File: src/rtl/stim_sequencer.sv
`default_nettype none
// ============================================================================
// Module      : stim_sequencer
// Description : Parametrised bring-up stimulus generator. It produces the
//               initial DUT reset, a round-robin burst of ack pulses, a soak
//               interval and a train of repeated reset pulses. It runs
//               one-shot or continuously.
// Revision    : 1.0 - initial release
// ============================================================================
module stim_sequencer #(
  parameter int CHANNELS        = 1,
  parameter int CW              = 16,
  parameter int INIT_RST_CYCLES = 4,
  parameter int PRE_ACK_CYCLES  = 10,
  parameter int ACK_HIGH        = 2,
  parameter int ACK_LOW         = 10,
  parameter int ACK_COUNT       = 5,
  parameter int SOAK_CYCLES     = 1750,
  parameter int PULSE_RST_LOW   = 7,
  parameter int PULSE_GAP       = 750,
  parameter int PULSE_COUNT     = 19
) (
  input  logic                clk,
  input  logic                rst,
  input  logic                start,
  input  logic                abort,
  input  logic                continuous,
  input  logic [CHANNELS-1:0] chan_mask,
  output logic                dut_rst_n,
  output logic [CHANNELS-1:0] ack,
  output logic                busy,
  output logic                done,
  output logic [3:0]          phase,
  output logic [CW-1:0]       pulse_idx
);

  localparam int IW = (CHANNELS > 1) ? $clog2(CHANNELS) : 1;

  // True when v is representable in a CW-bit counter.
  function automatic bit fits(input int v);
    return (v >= 0) && (longint'(v) < (longint'(1) << CW));
  endfunction

  // Reject unusable parameter sets at elaboration time.
  if (CHANNELS < 1 || CHANNELS > 16) begin : g_bad_channels
    $error("stim_sequencer: CHANNELS must be in 1..16");
  end
  if (CW < 1 || CW > 31) begin : g_bad_cw
    $error("stim_sequencer: CW must be in 1..31");
  end
  if (INIT_RST_CYCLES < 1 || PRE_ACK_CYCLES < 1 || ACK_HIGH < 1 || ACK_LOW < 1 ||
      SOAK_CYCLES < 1 || PULSE_RST_LOW < 1 || PULSE_GAP < 1) begin : g_bad_zero
    $error("stim_sequencer: cycle parameters must be at least 1");
  end
  if (!fits(INIT_RST_CYCLES) || !fits(PRE_ACK_CYCLES) || !fits(ACK_HIGH) ||
      !fits(ACK_LOW) || !fits(ACK_COUNT) || !fits(SOAK_CYCLES) ||
      !fits(PULSE_RST_LOW) || !fits(PULSE_GAP) || !fits(PULSE_COUNT)) begin : g_bad_range
    $error("stim_sequencer: parameter value does not fit in CW bits");
  end

  typedef enum logic [3:0] {
    S_IDLE     = 4'd0,
    S_INIT_RST = 4'd1,
    S_PRE_ACK  = 4'd2,
    S_ACK_HI   = 4'd3,
    S_ACK_LO   = 4'd4,
    S_SOAK     = 4'd5,
    S_PULSE_LO = 4'd6,
    S_PULSE_HI = 4'd7,
    S_DONE     = 4'd8
  } state_t;

  // Counter reload values: a state of length L loads L-1 and leaves at 0.
  localparam logic [CW-1:0] c_init   = CW'(INIT_RST_CYCLES - 1);
  localparam logic [CW-1:0] c_pre    = CW'(PRE_ACK_CYCLES - 1);
  localparam logic [CW-1:0] c_ack_hi = CW'(ACK_HIGH - 1);
  localparam logic [CW-1:0] c_ack_lo = CW'(ACK_LOW - 1);
  localparam logic [CW-1:0] c_soak   = CW'(SOAK_CYCLES - 1);
  localparam logic [CW-1:0] c_pls_lo = CW'(PULSE_RST_LOW - 1);
  localparam logic [CW-1:0] c_pls_hi = CW'(PULSE_GAP - 1);
  localparam logic [CW-1:0] c_ack_n  = CW'(ACK_COUNT - 1);
  localparam logic [CW-1:0] c_pls_n  = CW'(PULSE_COUNT - 1);
  // Starting the search from the top channel makes the first ack land on the
  // lowest set bit of the mask.
  localparam logic [IW-1:0] c_last   = IW'(CHANNELS - 1);

  state_t              state;
  state_t              nxt;
  logic [CW-1:0]       cnt;
  logic [CW-1:0]       rep;
  logic [CHANNELS-1:0] mask;
  logic [IW-1:0]       last;
  logic [IW-1:0]       sel_next;
  logic [CHANNELS-1:0] sel_onehot;

  // Cycle count to load when a state is entered.
  function automatic logic [CW-1:0] load_for(input state_t s);
    case (s)
      S_INIT_RST: return c_init;
      S_PRE_ACK:  return c_pre;
      S_ACK_HI:   return c_ack_hi;
      S_ACK_LO:   return c_ack_lo;
      S_SOAK:     return c_soak;
      S_PULSE_LO: return c_pls_lo;
      S_PULSE_HI: return c_pls_hi;
      default:    return '0;
    endcase
  endfunction

  // Next set bit of m strictly above 'from', wrapping round to the lowest.
  function automatic logic [IW-1:0] find_next(input logic [CHANNELS-1:0] m,
                                               input logic [IW-1:0] from);
    logic [IW-1:0]       r;
    logic [CHANNELS-1:0] sh;
    logic                found;
    int                  j;
    r     = from;
    found = 1'b0;
    for (int i = 1; i <= CHANNELS; i++) begin
      j = int'(from) + i;
      if (j >= CHANNELS) j = j - CHANNELS;
      sh = m >> j;
      if (!found && sh[0]) begin
        r     = IW'(j);
        found = 1'b1;
      end
    end
    return r;
  endfunction

  // Channel that the next ack pulse will use.
  always_comb begin
    sel_next   = find_next(mask, last);
    sel_onehot = CHANNELS'(1) << sel_next;
  end

  // Next-state decode; abort overrides every other transition.
  always_comb begin
    nxt = state;
    case (state)
      S_IDLE:     if (start) nxt = S_INIT_RST;
      S_INIT_RST: if (cnt == '0) nxt = S_PRE_ACK;
      S_PRE_ACK:  if (cnt == '0) nxt = (ACK_COUNT > 0) ? S_ACK_HI : S_SOAK;
      S_ACK_HI:   if (cnt == '0) nxt = S_ACK_LO;
      S_ACK_LO:   if (cnt == '0) nxt = (rep == '0) ? S_SOAK : S_ACK_HI;
      S_SOAK:     if (cnt == '0) nxt = (PULSE_COUNT > 0) ? S_PULSE_LO : S_DONE;
      S_PULSE_LO: if (cnt == '0) nxt = S_PULSE_HI;
      S_PULSE_HI: if (cnt == '0) nxt = (rep == '0) ? S_DONE : S_PULSE_LO;
      S_DONE:     nxt = continuous ? S_INIT_RST : S_IDLE;
      default:    nxt = S_IDLE;
    endcase
    if (abort) nxt = S_IDLE;
  end

  // State, counters and registered outputs, all derived from the next state.
  always_ff @(posedge clk or posedge rst) begin
    if (rst) begin
      state     <= S_IDLE;
      cnt       <= '0;
      rep       <= '0;
      mask      <= '0;
      last      <= c_last;
      dut_rst_n <= 1'b0;
      ack       <= '0;
      busy      <= 1'b0;
      done      <= 1'b0;
      pulse_idx <= '0;
    end else begin
      state     <= nxt;
      dut_rst_n <= !(nxt == S_INIT_RST || nxt == S_PULSE_LO);
      busy      <= (nxt != S_IDLE);
      done      <= (nxt == S_DONE);

      if (nxt != state)   cnt <= load_for(nxt);
      else if (cnt != '0) cnt <= cnt - CW'(1);

      // Repeat counter: ack pulses first, reset pulses afterwards.
      if (state == S_PRE_ACK && nxt == S_ACK_HI)        rep <= c_ack_n;
      else if (state == S_ACK_LO && nxt == S_ACK_HI)    rep <= rep - CW'(1);
      else if (state == S_SOAK && nxt == S_PULSE_LO)    rep <= c_pls_n;
      else if (state == S_PULSE_HI && nxt == S_PULSE_LO) rep <= rep - CW'(1);

      // Every sequence start (fresh or continuous) re-latches the mask.
      if (nxt == S_INIT_RST && state != S_INIT_RST) begin
        mask      <= chan_mask;
        last      <= c_last;
        pulse_idx <= '0;
      end else if (state == S_PULSE_HI && nxt == S_PULSE_LO) begin
        pulse_idx <= pulse_idx + CW'(1);
      end

      // Select and hold one ack channel for the whole high time.
      if (nxt == S_ACK_HI && state != S_ACK_HI) begin
        last <= sel_next;
        ack  <= (|mask) ? sel_onehot : '0;
      end else if (nxt != S_ACK_HI) begin
        ack  <= '0;
      end
    end
  end

  assign phase = state;

endmodule
`default_nettype wire

File: config.mk
export PLATFORM = sky130hd
export DESIGN_NAME = stim_sequencer
export DESIGN_NICKNAME = d
export VERILOG_FILES = /design/src/rtl/stim_sequencer.sv
export SDC_FILE = /design/constraint.sdc
export NUM_CORES = 1
export LEC_CHECK = 0
export ABC_AREA = 1
export BUFFER_PORTS_ARGS = -buffer_cell sky130_fd_sc_hd__buf_2
export CAP_MARGIN = 20
export CORE_MARGIN = 4
export CORE_UTILIZATION = 25
export CTS_CLUSTER_DIAMETER = 50
export DETAILED_ROUTE_END_ITERATION = 8
export MAX_ROUTING_LAYER = met4
export PLACE_DENSITY = 0.44
export SKIP_CTS_REPAIR_TIMING = 1
export SYNTH_ARGS = -nofsm -noshare
export SYNTH_HDL_FRONTEND = slang
export SYNTH_SLANG_ARGS = --single-unit
File: constraint.sdc
create_clock -name clk -period 3.1 [get_ports clk]
set_clock_uncertainty 0.05 [all_clocks]
set_input_delay 0.31 -clock clk [delete_from_list [all_inputs] [get_ports clk]]
set_output_delay 0.31 -clock clk [all_outputs]
set_load 0.02 [all_outputs]
# Word-level counts from Yosys, hierarchy flattened
# Cells that the tools add are included.
# Widths: inputs -> output; s select.
# word_totals
ff_bits	58
output_inout_bits	24
elab_cells	86
in_bits	6
# op_classes
magnitude_cmp	1
n_shift	2
eq_ne	20
reduce_logical	19
muxes	29
add_sub_neg	5
# ops
cell	count
$mux 16	8
$pmux 11 s6	1
$mux 4	10
$pmux 4 s9	1
$eq 4x3->1 const B	8
$logic_not 16->1	2
$mux 32	1
$shr 1x32->1	1
$sub 16x1->16 const B	2
$add 16x1->16 const B	1
$eq 4x2->1 const B	4
$reduce_bool 16->1	1
$eq 4x1->1 const B	2
$eq 4x4->1 const B	2
$ne 4x2->1 const B	2
$reduce_bool 2->1	4
$reduce_bool 4->1	2
$mux 1	7
$logic_and 1x1->1	6
$logic_not 4->1	1
$ne 4x1->1 const B	1
$ne 4x4->1	1
$mux 3	1
$sub 2x1->3 const B	1
6 further kinds	6

# Depth between registers and ports, before layout
# Gate-level depths: netlist (run 1).
# depth
depth_word	11
ltp_mapped	19

# Worst setup path before layout (run 1)
# OpenSTA, ideal clock, no wires.
# synth_path
kind	register to register
startpoint	register cnt[0]
endpoint	register cnt[2]
stages_incl_launch_ff	19
required_time_ps	2933
synth_period_minus_slack_ps	2158
setup_ps	117
arrival_time_ps	1991
slack_ps	942
path_cell_list	dfrtp_1 > inv_1 > ha_1 > nand2_1 > nor2_2 > nand2_4 > nand2_1 > nand2_1 > nand2_1 > inv_2 > nand2_4 > nand2_8 > nand2_1 > nand2_1 > nor2_4 > nand2_2 > buf_6 > a21oi_2 > nor2_1
# synth_between
elab_chain_len	8
word_cells_on_any_way	25
# synth_lines
element	line_no	text
start, declared	89	logic [CW-1:0] cnt;
start signal, assigned	174	if (nxt != state) cnt <= load_for(nxt);
start signal, assigned	175	else if (cnt != '0) cnt <= cnt - CW'(1);
$logic_not 16->1	-	
$mux 4 (tied with other cells)	148	S_PULSE_HI: if (cnt == '0) nxt = (rep == '0) ? S_DONE : S_PULSE_LO;
$pmux 4 s9	140	case (state)
$mux 4	152	if (abort) nxt = S_IDLE;
$eq 4x3->1 / $eq 4x2->1 (equally long branches)	98	case (s)
$reduce_or 2->1 (no line)	-	
$pmux 11 s6	98	
$mux 16	174	
# Several ways; a longest one is shown, not always the timed one. The select of a mux whose other input is x is not followed.
# A chain may end at the register's enable or synchronous reset.

# Worst setup path after layout (run 1)
# layout_path
startpoint	register cnt[0]
endpoint	register rep[1]
# layout_between
elab_chain_len	9
word_cells_on_any_way	20
# layout_lines
element	line_no	text
$logic_not 16->1 (*)	-	
$mux 4 (tied with other cells)	148	
$pmux 4 s9 (*)	140	
$mux 4 (*)	152	
$eq 4x3->1	180, 181	
$logic_and 1x1->1	180	else if (state == S_SOAK && nxt == S_PULSE_LO) rep <= c_pls_n;
$mux 16	180	
$mux 16	179	else if (state == S_ACK_LO && nxt == S_ACK_HI) rep <= rep - CW'(1);
$mux 16	178	if (state == S_PRE_ACK && nxt == S_ACK_HI) rep <= c_ack_n;
end signal, assigned	178	
end signal, assigned	179	
end signal, assigned	180	
end, declared	90	logic [CW-1:0] rep;
# Mark *: on every way between the ends. The rest lies on a longest branch, timed or not.

==> results of run 1 <==
worst paths after layout:
path / end / slack [ps] / depth (start not counted)
max: rep[1] / 380 / 15
min: mask / 190 / 3
max reg2reg: rep[1] / 380 / 15
min reg2reg: last / 420 / 2
max in group asynchronous: rep[2] / 2030 / 4
min in group asynchronous: pulse_idx[2] / 450 / 3
worst max-delay path: stages (launching register included):
cell,delay (ps)
dfrtp_1,380
inv_1,90
ha_1,190
nand2_1,130
nor2_2,170
nand2_4,170
o21ai_1,200
nand2_1,80
nand2_2,80
nand2_4,70
nand3_2,120
nor2_4,70
o21ai_2,280
nand2_1,280
nand3_1,160
nand2_1,60
layout make-up:
type,instances,share of cell area
clock buffer,9,0.0506
clock inverter,7,0.0211
inverter,57,0.0486
multi-input combinational,384,0.459
sequential,58,0.326
tap,184,0.0517
timing repair buffer,33,0.0427
flip-flops by register name (all words and copies together), names as in the netlist:
register	count
dut_rst_n	1
rep	16
mask	1
cnt	16
done	1
pulse_idx	16
busy	1
phase	4
ack	1
last	1
cells in the mapped netlist, drive strengths merged, types with 2 or more instances:
cell    count
nand2     153
nor2       75
dfrtp      58
inv        57
nand3      57
xor2       19
nand4      18
a21oi      17
o21ai      12
nor3        9
buf         8
xnor2       8
nor4        5
nand3b      4
ha          3
or2         2
cell families (layout without fill, tap and decap cells):
logic type      after synthesis  in the layout
flops                        58             58
buf+inv                      65            106
compound gates               30             30
simple gates                324            324
fa+ha+maj                     3              3
xor+xnor                     27             27
power breakdown:
group	total [mW]	leakage [nW]	switching (mW)	internal (mW)
sequential	0.964	0.788	0.0889	0.875
combinational	1.33	1.35	0.851	0.475
clock	1.08	0.151	0.375	0.701
total	3.37	2.29	1.31	2.05
stage by stage:
| step | utilization | cells | instance area (µm²) | setup slack, ps |
|---|---|---|---|---|
| after global placement | 0.279 | 714 | 4100 | 454 |
| final | 0.303 | 732 | 4450 | 376 |
| after CTS | 0.301 | 730 | 4420 | 389 |
| after detailed placement | 0.279 | 714 | 4100 | 399 |
| after global routing | 0.303 | 732 | 4450 | 120 |
| after floorplan | - | 507 | 3780 | 942 |
metal layers:
| metal | vias up | track usage |
|---|---|---|
| li1 | 1700 | - |
| met1 | 1528 | 0.167 |
| met2 | 63 | 0.168 |
| met3 | 6 | 0.0398 |
| met4 | 0 | 0.0254 |
| met5 | - | - |
==> flow_metrics.env, run 1 <==
export IMPL_maxSlewHeadroom=0.513
export IMPL_drc=0
export IMPL_totalPowerFinal_mw=3.37
export IMPL_dp_hpwl_mm=6.69
export IMPL_synth_area_mm2=0.00378
export IMPL_grt_pass1_vias=3115
export IMPL_wirelength_met1_mm=4.93
export IMPL_p_leak_nw=2.29
export IMPL_initial_core_util=0.257
export IMPL_synth_compound_area_share=0.0500
export IMPL_synth_seq_cells=58
export IMPL_tns_ps=0
export IMPL_htreeDepth=3
export IMPL_final_cell_mix="nand2_1 (136), nor2_1 (60), dfrtp_1 (58)"
export IMPL_ys_types=34
export IMPL_die_w_um=131
export IMPL_cts_root_buf="clkbuf_16"
export IMPL_clk_latency_ps=340
export IMPL_io_buffers=29
export IMPL_synthMuxAreaShare=0
export IMPL_cts_tree="done"
export IMPL_synthXorXnorAreaFrac=0.0625
export IMPL_worstMarginPinSlew_ps=724
export IMPL_synth_top_family_by_area="simple AND/OR/NAND/NOR gates"
export IMPL_fillers=1592
export IMPL_hp_start="chan_mask"
export IMPL_drv_slew=0
export IMPL_rr_startpoint="cnt[0]"
export IMPL_die_h_um=131
export IMPL_hold_class="in -> reg"
export IMPL_syn2layout_area_growth_pct=17.7
export IMPL_drt_total_wl_mm=9.29
export IMPL_die_area_mm2=0.0172
export IMPL_drive_above_1_share=0.188
export IMPL_top_layer_used="met4"
export IMPL_gp_congestion=0.836
export IMPL_antenna_found_initial=0
export IMPL_numCtsBuffers=9
export IMPL_wl_per_cell_um=12.7
export IMPL_arrival_ps=2890
export IMPL_p_per_area_mw_per_mm2=756
export IMPL_synthSimpleGateAreaFrac=0.418
export IMPL_cp_max_fo=17
export IMPL_critPathKind="reg -> reg"
export IMPL_avgSynthCellArea_um2=7.46
export IMPL_start_kind="register"
export IMPL_nets=552
export IMPL_post_route_min_period_ps=2720
export IMPL_clockBufferDepth=2
export IMPL_synth_area_leaders="dfrtp_1 (38%), nand2_1 (13%), nand3_1 (7.4%)"
export IMPL_core_area_mm2=0.0147
export IMPL_ir_worst_vdd_mv=0.279
export IMPL_yosysWarningCount=0
export IMPL_antennaDiodeCount=0
export IMPL_ys_flop_type="dfrtp_1"
export IMPL_hold_viol=0
export IMPL_vias=3297
export IMPL_wl_met3_um=421
export IMPL_final_common_cell="nand2_1"
export IMPL_end_kind="register"
export IMPL_synthAdderAreaFrac=0.00992
export IMPL_outcome="completed"
export IMPL_register_area_mm2=0.00145
export IMPL_core_rowCount=44
export IMPL_rsz0062_at_grt="no"
export IMPL_dr_pass1_iters=4
export IMPL_ys_seq_area_frac=0.384
export IMPL_async_flop_share=1.00
export IMPL_multi_input_area_mm2=0.00204
export IMPL_ioPinCount=30
export IMPL_period_share=0.879
export IMPL_ant_nets=0
export IMPL_synthCells=507
export IMPL_maxCapViolations=0
export IMPL_globalRouteTotalUtil=0.120
export IMPL_critPathRequiredTime_ps=3270
export IMPL_drtIter0Drc=239
export IMPL_fmax_mhz=367
export IMPL_path_clk_slew_ps=60
export IMPL_synth_net_count=516
export IMPL_dr_wl_met2_mm=3.86
export IMPL_whs_ps=185
export IMPL_setup_viol_count_final=0
export IMPL_startpoint="cnt[0]"
export IMPL_grt_pass1_wl_mm=15.8
export IMPL_viasPerCell=4.50
export IMPL_synth_top_area_share=0.384
export IMPL_clkSinkCount=58
export IMPL_grt_max_degree=48
export IMPL_synth_top_area_cell="dfrtp_1"
export IMPL_synth_edf_count=0
export IMPL_grt_ovfl_total=0
(Power assumes the default switching activity.)
==> run 2: changes to the inputs <==
==> constraint.sdc (replaced) <==
create_clock -name clk -period 3.15 [get_ports clk]
set_clock_uncertainty 0.05 [all_clocks]
set_input_delay 0.315 -clock clk [delete_from_list [all_inputs] [get_ports clk]]
set_output_delay 0.315 -clock clk [all_outputs]
set_load 0.02 [all_outputs]
==> flow_metrics.env, run 2 (synthesis gave the netlist of run 1 again) <==
export IMPL_cp_buffers_inverters=3
export IMPL_final_common_cell="nand2_1"
export IMPL_design_area_mm2=0.00447
export IMPL_grt_ovfl_total=0
export IMPL_critPathKind="reg -> reg"
export IMPL_syn2layout_area_growth_pct=18.2
export IMPL_cp_slowest_stage_delay_ps=370
export IMPL_grt_pass1_wl_mm=15.6
export IMPL_dr_pass1_iters=4
export IMPL_ir_worst_vdd_mv=0.347
export IMPL_grt_max_degree=40
export IMPL_p_sw_mw=1.29
export IMPL_drive_above_1_share=0.190
export IMPL_maxSlewHeadroom=0.437
export IMPL_drt_total_wl_mm=9.28
export IMPL_cp_max_fo=16
export IMPL_clkSinkCount=58
export IMPL_io_buffers=29
export IMPL_hold_class="in -> async"
export IMPL_clockBufferDepth=2
export IMPL_switching_share=0.376
export IMPL_htreeDepth=3
export IMPL_reg_top3="cnt: 16 flops, pulse_idx: 16 flops, rep: 16 flops"
export IMPL_reg2reg_to="cnt[10]"
export IMPL_place_worst_setup_slack_ps=439
export IMPL_p_leak_nw=2.31
export IMPL_vias=3317
export IMPL_p_clk_frac=0.341
export IMPL_numCtsBuffers=9
export IMPL_maxCapViolations=0
export IMPL_slowest_stage="dfrtp_1"
export IMPL_fin_ws_ps=422
export IMPL_final_cell_mix="nand2_1 (136), nor2_1 (60), dfrtp_1 (58)"
export IMPL_start_kind="register"
export IMPL_rr_startpoint="cnt[0]"
export IMPL_drtIter0Drc=194
export IMPL_globalRouteTotalUtil=0.119
export IMPL_whs_ps=99.2
export IMPL_clk_latency_ps=340
export IMPL_ant_nets=0
export IMPL_worstPathCellList="inv_1 > ha_1 > nand2_1 > nor2_2 > nand2_4 > inv_2 > nand2_1 > nand2_1 > nand2_1 > inv_2 > nand2_4 > nand3_1 > nand2_1 > nor2_4 > nand2_2 > nor2_1 > a21oi_1"
export IMPL_critPathRequiredTime_ps=3310
export IMPL_die_h_um=131
export IMPL_viasPerCell=4.53
export IMPL_grt_pass1_vias=3064
export IMPL_outcome="completed"
export IMPL_fmax_mhz=367
export IMPL_post_route_min_period_ps=2730
export IMPL_nets=552
export IMPL_multi_input_area_mm2=0.00204
export IMPL_ioPinCount=30
export IMPL_crit_top_cell="nand2_1"
export IMPL_p_seq_frac=0.277
export IMPL_dp_cells=716
export IMPL_register_area_mm2=0.00145
export IMPL_p_per_area_mw_per_mm2=767
export IMPL_setup_viol_count_final=0
export IMPL_worstMarginPinSlew_ps=843
export IMPL_fillers=1558
export IMPL_period_share=0.866
export IMPL_crit_family="simple AND/OR/NAND/NOR gates"
export IMPL_regToRegSetupSlack_ps=420
export IMPL_core_area_mm2=0.0147
export IMPL_core_rowCount=44
export IMPL_end_kind="register"
export IMPL_tns_ps=0
export IMPL_path_clk_slew_ps=50
export IMPL_drv_slew=0
export IMPL_initial_core_util=0.257
export IMPL_fin_cells=732
export IMPL_fin_util=0.304
export IMPL_die_area_mm2=0.0172
export IMPL_hold_viol=0
export IMPL_ff2ff_path_depth=17
export IMPL_gp_congestion=0.848
export IMPL_p_int_mw=2.14
export IMPL_cts_tree="done"
export IMPL_drc=0
export IMPL_dp_hpwl_mm=6.83
export IMPL_cts_root_buf="clkbuf_16"
export IMPL_wl_per_cell_um=12.7
export IMPL_arrival_ps=2880
export IMPL_dpl_instance_area_mm2=0.00412
export IMPL_die_w_um=131
export IMPL_antennaDiodeCount=0
export IMPL_totalPowerFinal_mw=3.43
export IMPL_rsz0062_at_grt="no"
export IMPL_antenna_found_initial=0
export IMPL_combPwrFrac=0.381
==> run 2: worst max path at each step <==
stage | from | endpoint | slack, ps | depth (start not counted)
3_3_place_gp | cnt[0] | rep[1] | 500 | 15
5_1_grt | cnt[0] | cnt[4] | 180 | 17
6_report | cnt[0] | cnt[10] | 420 | 17
2_1_floorplan | cnt[0] | cnt[2] | 990 | 18
3_5_place_dp | cnt[0] | cnt[10] | 440 | 17
4_1_cts | cnt[0] | cnt[10] | 420 | 17
==> run 2: layout make-up <==
type / instances / area share
clock inverters: 5 / 0.0224
flip-flops and latches: 58 / 0.325
multi-input cells: 384 / 0.457
repair buffers: 33 / 0.0392
clock buffers: 11 / 0.0565
well taps: 184 / 0.0515
inverters: 57 / 0.0484
==> run 2: worst register-to-register path, delay by kind of cell, from the launching register on <==
family	cells	cell delay, ps
AND/OR/NAND/NOR	12	1600
flip-flops	1	370
buffers and inverters	3	290
adder cells (fa/ha/maj)	1	190
AO/OA/AOI/OAI	1	90
==> run 2: power groups by stage <==
stage / logic (mW) / registers [mW] / clock network (mW)
5_1_grt: 1.49 / 0.967 / 1.24
2_1_floorplan: 1.08 / 0.963 / 0
6_report: 1.31 / 0.951 / 1.17
3_5_place_dp: 1.31 / 0.963 / 0
4_1_cts: 1.32 / 0.952 / 1.21
3_3_place_gp: 1.31 / 0.964 / 0
==> run 2: routing by layer <==
metal  vias to the layer above  wire length (µm)  global-route usage
met4                         0                98              0.0399
met5                         -                 0                   -
met1                      1542              4810               0.166
met3                         8               421              0.0313
li1                       1707                 -                   -
met2                        60              3950               0.166
